==> src/rtl/pipe_pulse_pkg.sv <==
// pipe_pulse_pkg: shared edge-mode encodings and stretch-counter sizing
package pipe_pulse_pkg;
  localparam int EDGE_RISE = 0;
  localparam int EDGE_FALL = 1;
  localparam int EDGE_BOTH = 2;
  function automatic int cnt_width(input int len);
    return $clog2(len + 1);
  endfunction
endpackage

==> src/rtl/pipe_pulse_channel.sv <==
// pipe_pulse_channel: edge detect, pulse stretch, delay line and sticky overrun for one channel
module pipe_pulse_channel
  import pipe_pulse_pkg::*;
#(
  parameter int DELAY     = 2,
  parameter int PULSE_LEN = 1,
  parameter int EDGE_MODE = EDGE_RISE,
  parameter int RETRIGGER = 1
) (
  input  logic clk,
  input  logic reset,
  input  logic enable,
  input  logic s,
  input  logic pipe_in,
  input  logic clr_overrun,
  output logic pipe_out,
  output logic busy,
  output logic overrun
);
  localparam int CW = cnt_width(PULSE_LEN);
  localparam logic [CW-1:0] LEN_V = CW'(PULSE_LEN);
  logic s_prev, edge_det, trigger, active_cnt;
  logic [CW-1:0] cnt, cnt_nxt;
  logic [DELAY-1:0] stg;
  always_comb begin
    edge_det = (EDGE_MODE == EDGE_FALL) ? (~s & s_prev) :
               (EDGE_MODE == EDGE_BOTH) ? (s ^ s_prev) : (s & ~s_prev);
    trigger = enable & (edge_det | pipe_in);
    active_cnt = cnt != '0;
    cnt_nxt = (trigger & (~active_cnt | (RETRIGGER != 0))) ? LEN_V :
              active_cnt ? cnt - 1'b1 : cnt;
  end
  // stg[0] is the registered counter-active stage; the rest form the delay line
  always_ff @(posedge clk or posedge reset) begin
    if (reset) begin
      s_prev  <= 1'b0;
      cnt     <= '0;
      stg     <= '0;
      overrun <= 1'b0;
    end else begin
      s_prev  <= s;
      cnt     <= cnt_nxt;
      stg     <= DELAY'({stg, active_cnt});
      overrun <= (trigger & active_cnt & (RETRIGGER == 0)) | (overrun & ~clr_overrun);
    end
  end
  assign pipe_out = stg[DELAY-1];
  assign busy     = |stg;
endmodule

==> src/rtl/pipe_pulse_chain.sv <==
// pipe_pulse_chain: multi-channel delayed, stretched trigger pulse generator for daisy-chaining
module pipe_pulse_chain
  import pipe_pulse_pkg::*;
#(
  parameter int CHANNELS  = 4,
  parameter int DELAY     = 2,
  parameter int PULSE_LEN = 1,
  parameter int EDGE_MODE = EDGE_RISE,
  parameter int RETRIGGER = 1
) (
  input  logic                clk,
  input  logic                reset,
  input  logic                enable,
  input  logic [CHANNELS-1:0] s,
  input  logic [CHANNELS-1:0] pipe_in,
  output logic [CHANNELS-1:0] pipe_out,
  output logic [CHANNELS-1:0] busy,
  output logic [CHANNELS-1:0] overrun,
  input  logic                clr_overrun
);
  for (genvar i = 0; i < CHANNELS; i++) begin : g_ch
    pipe_pulse_channel #(
      .DELAY(DELAY), .PULSE_LEN(PULSE_LEN), .EDGE_MODE(EDGE_MODE), .RETRIGGER(RETRIGGER)
    ) u_ch (
      .clk(clk), .reset(reset), .enable(enable), .s(s[i]), .pipe_in(pipe_in[i]),
      .clr_overrun(clr_overrun), .pipe_out(pipe_out[i]), .busy(busy[i]), .overrun(overrun[i])
    );
  end
endmodule

==> config.mk <==
export PLATFORM = sky130hd
export DESIGN_NAME = pipe_pulse_chain
export DESIGN_NICKNAME = d
export VERILOG_FILES = /design/src/rtl/pipe_pulse_pkg.sv /design/src/rtl/pipe_pulse_channel.sv /design/src/rtl/pipe_pulse_chain.sv
export SDC_FILE = /design/constraint.sdc
export NUM_CORES = 1
export LEC_CHECK = 0
export CELL_PAD_IN_SITES_DETAIL_PLACEMENT = 1
export CELL_PAD_IN_SITES_GLOBAL_PLACEMENT = 1
export CORE_UTILIZATION = 34
export DETAILED_ROUTE_END_ITERATION = 10
export PLACE_DENSITY = 0.73
export SLEW_MARGIN = 20
export SYNTH_ARGS = -nofsm -noshare
export SYNTH_HDL_FRONTEND = slang
export SYNTH_SLANG_ARGS = --single-unit
export TNS_END_PERCENT = 10
==> constraint.sdc <==
create_clock -name clk -period 1 [get_ports clk]
set_input_delay 0.1 -clock clk [delete_from_list [all_inputs] [get_ports clk]]
set_output_delay 0.1 -clock clk [all_outputs]
set_load 0.005 [all_outputs]
* Word-level counts from Yosys, hierarchy flattened
Cells that the tools add are included.
Word-level totals: bits in registers 20, input port bits 12, output and inout port bits 12, word-level logic and storage cells 53
Cells by class: $add $sub $neg 4, multiplexer cells 8, bitwise logic cells 21, reduce and logical (&&, ||, !) cells 4
Operators by type and width (count):
- $and 1x1->1 | 12
- $mux 1 | 8
- $reduce_or 2->1 | 4
- $not 1->1 | 5
- $or 1x1->1 | 4
- $sub 1x1->1 const B | 4

* Longest topological paths before layout
depth after elaboration 5, mapped depth 2, gate-level depth less buffers 2

* Cells and area by module
Synthesis repeated with hierarchy kept, for this count alone.
Second synthesis, totals: cell total of the unflattened synthesis 40, area, all modules 650.6 um^2
Modules (own cells, without submodules):
- pipe_pulse_channel | times used 4, cells each 10, area an instance 162.7 um^2, sequential area each 125.1 um^2

* Worst setup path after synthesis
No wires, ideal clock.
path type reg2out, start point reg g_ch[0].u_ch.stg[1], end point out busy[0], arrival 0.688 ns, data required time 0.900 ns, setup slack 0.212 ns, cell stages (with the launch flop) 3, buffers on the path 1, cells stage by stage dfrtp_1 > or2_1 > buf_4
Between the ends: cells in the longest elaborated chain, start to end 1
Ends and longest elaborated chain:
- start, declared | RTL line pipe_pulse_channel.sv:24 | logic [DELAY-1:0] stg;
- start signal, assigned | RTL line pipe_pulse_channel.sv:43 | stg <= DELAY'({stg, active_cnt});
- $reduce_or 2->1 | RTL line pipe_pulse_channel.sv:48 | assign busy = |stg;
- end, declared | RTL line pipe_pulse_chain.sv:17 | output logic [CHANNELS-1:0] busy,
No other way between the ends.

* Worst setup path after layout
start point reg g_ch[0].u_ch.stg[0], end point out busy[0]
Same word-level chain as after synthesis.

==> run metrics <==
status=complete, but fails checks; failing checks=setup timing; most common cell in the netlist=dfrtp_1; hold_buf cts=0; Die Area=0.00234 sq mm; CP startpoint kind=flop; EDFF count, synth=0; Post-Syn Instances=49; Ports=24; drt first pass iters=1; port bufs=23; all-layer global routing usage=9.57%; dominant cell type by area after synthesis=dfrtp_1; RSZ-0062 raised after global routing=true; initial drt markers=0; Pleak=between 0.0004 and 0.0005 uW; Post-DRT Antenna Nets=0; clk_lat worst skew=slightly below 0.3 ns; Area Growth Syn to Fin=28.4%; ant diodes=0; reg-to-reg slack, setup=0.31 ns; Synth Register Bits=20; total power draw=1640 uW; fmax=0.888 GHz; CTS Buf Count=3; pin slew with the least headroom to its limit=0.156 ns; WS Path Type=flop to primary output; Arr. time, crit path=a little over 1 ns; Rows=16; Seq/Total Area, Yosys=68.5%; R2R Path End=g_ch[0].u_ch.active_cnt$_DFF_PP0_; DRC viols=0; core region area=0.00198 sq mm; share of the synthesized area in the top cell type=68.5%; clock buffer depth=2; Yosys cell types=8; crit end category=primary output; min Tclk post-route=1.13 ns; Multi-input gate area=136 sq um; Synthesis Warnings=0; Post-Route Setup TNS=-0.459 ns; Worst R2R Start=g_ch[0].u_ch.s_prev$_DFF_PP0_; total wire length=958 microns; PnR worst setup slack=-0.126 ns; Starting Density=between 30 and 40%; CTS tree=yes; total grt overflow=0; VDD IR-drop max=1.14 mV; Root Driver=clkbuf_4; Syn Area/Cell=14.9 sq um; Final Hold Fails=0; first-pass GRT wire length=1640 microns; most frequent cells after synthesis=dfrtp_1, buf_4, nor2b_4, o21a_1, or2_1; Tcrit/Tclk final=113%; Vias/cell=about 3.8; Reg area=between 500 and 600 sq um; CTS H-tree lvls=1; pin count of the biggest net entering global routing=21; Finish-stage setup viols=4; top_reg_cell synth=dfrtp_1; Setup Skew=0.00137 ns; Max-slew headroom=89.6%; Syn Nets=61; via count=361; maxcap violations=0; DIE HEIGHT=48.4 microns; PwrDens=1750 mW/mm^2; worst slack, placed=-0.139 ns; pins over their slew limit=0; Synth Cell Area=731 sq um; initial antenna violation count=0; asr flop ratio synth=100%; fillers=202; clock slew at reported path FFs=0.10 ns; WL/cell=10.2 microns; Crit Path Max Fanout=2; Hold WC Path Type=input port to async pin; Die X=slightly below 50 microns; Clock Sinks=20; synth top area cells=dfrtp_1, buf_4, nor2b_4; Critical Path RT=0.90 ns; Final Wtd Congestion=0.658; nets=80; R2R cell count=2; number of global-route vias before repair=between 300 and 400; layout cells sized above 1=34.3%
stage by stage:
step           cells  instance area (sq um)  hold WS, ns  utilization [%]
2_1_floorplan     49                    731       0.0638                -
4_1_cts           94                    972        0.111             49.1
5_1_grt           94                    938        0.104             47.3
3_5_place_dp      89                    932        0.338             47.0
6_report          94                    938        0.112             47.3
3_3_place_gp      89                    932        0.332             47.0
cells by family (layout without fill, tap and decap cells):
| family | count (synthesis) | in the layout | share of synthesized area, % |
|---|---|---|---|
| AO/OA/AOI/OAI | 4 | 4 | 4.11 |
| buffers and inverters | 13 | 31 | 12.8 |
| flip-flops | 20 | 20 | 68.5 |
| AND/OR/NAND/NOR | 12 | 12 | 14.6 |
cell type report:
cell class                      count  area share [%]
Inverter                            1           0.400
Clock inverter                      1            3.20
Sequential cell                    20            53.3
Timing Repair Buffer               26            22.5
Tap cell                           27            3.60
Multi-Input combinational cell     16            14.5
Clock buffer                        3            2.40
where the power goes:
group | internal, uW | switching, uW
clock | 405 | 227
sequential | 847 | 18.3
combinational | 95.7 | 47.8
total | 1350 | 293
how the worst max path moves through the flow:
stage / startpoint / end / slack [ns] / cells past startpoint
6_report: g_ch[0].u_ch.stg[0]$_DFF_PP0_ / busy[0] / -0.13 / 2
5_1_grt: g_ch[2].u_ch.stg[1]$_DFF_PP0_ / busy[2] / -0.19 / 2
4_1_cts: g_ch[0].u_ch.stg[1]$_DFF_PP0_ / busy[0] / -0.13 / 2
3_3_place_gp: g_ch[2].u_ch.stg[1]$_DFF_PP0_ / busy[2] / -0.12 / 2
3_5_place_dp: g_ch[0].u_ch.stg[1]$_DFF_PP0_ / busy[0] / -0.14 / 2
2_1_floorplan: g_ch[0].u_ch.stg[1]$_DFF_PP0_ / busy[0] / 0.21 / 2
cell usage in the layout, fill, tap and decap left out:
cell,netlist,layout
inv_1,1,1
buf_6,0,1
and2b_1,1,1
nor2b_4,4,4
buf_4,12,2
nor2b_1,3,3
buf_12,0,1
clkbuf_4,0,3
o21a_1,4,4
clkdlybuf4s50_1,0,11
buf_2,0,4
clkbuf_2,0,7
bufinv_16,0,1
or2_1,4,4
dfrtp_1,20,20
per-layer routing:
layer	GRT usage, %	up-vias	wire, microns
met2	14.1	13	438
met3	3.14	2	47
li1	-	176	-
met5	0	-	0
met4	5.88	0	19
met1	12.2	170	452
critical path, stage by stage (launching register included):
cell     delay (ns)
dfrtp_1        0.40
or2_1          0.22
buf_2          0.12
flip-flops by register name, summed over array words and instances, names as in the netlist:
register,flops
g_ch.u_ch.overrun,4
g_ch.u_ch.s_prev,4
g_ch.u_ch.active_cnt,4
g_ch.u_ch.stg,8
repair_timing:
action,CTS,global route
endpoints found under the hold margin,0,0
gates resized for setup,33,8
endpoints found under the setup margin,12,12
buffers inserted,1,0
pin swaps,1,1
Note: power is estimated with default switching activity, not from simulation.
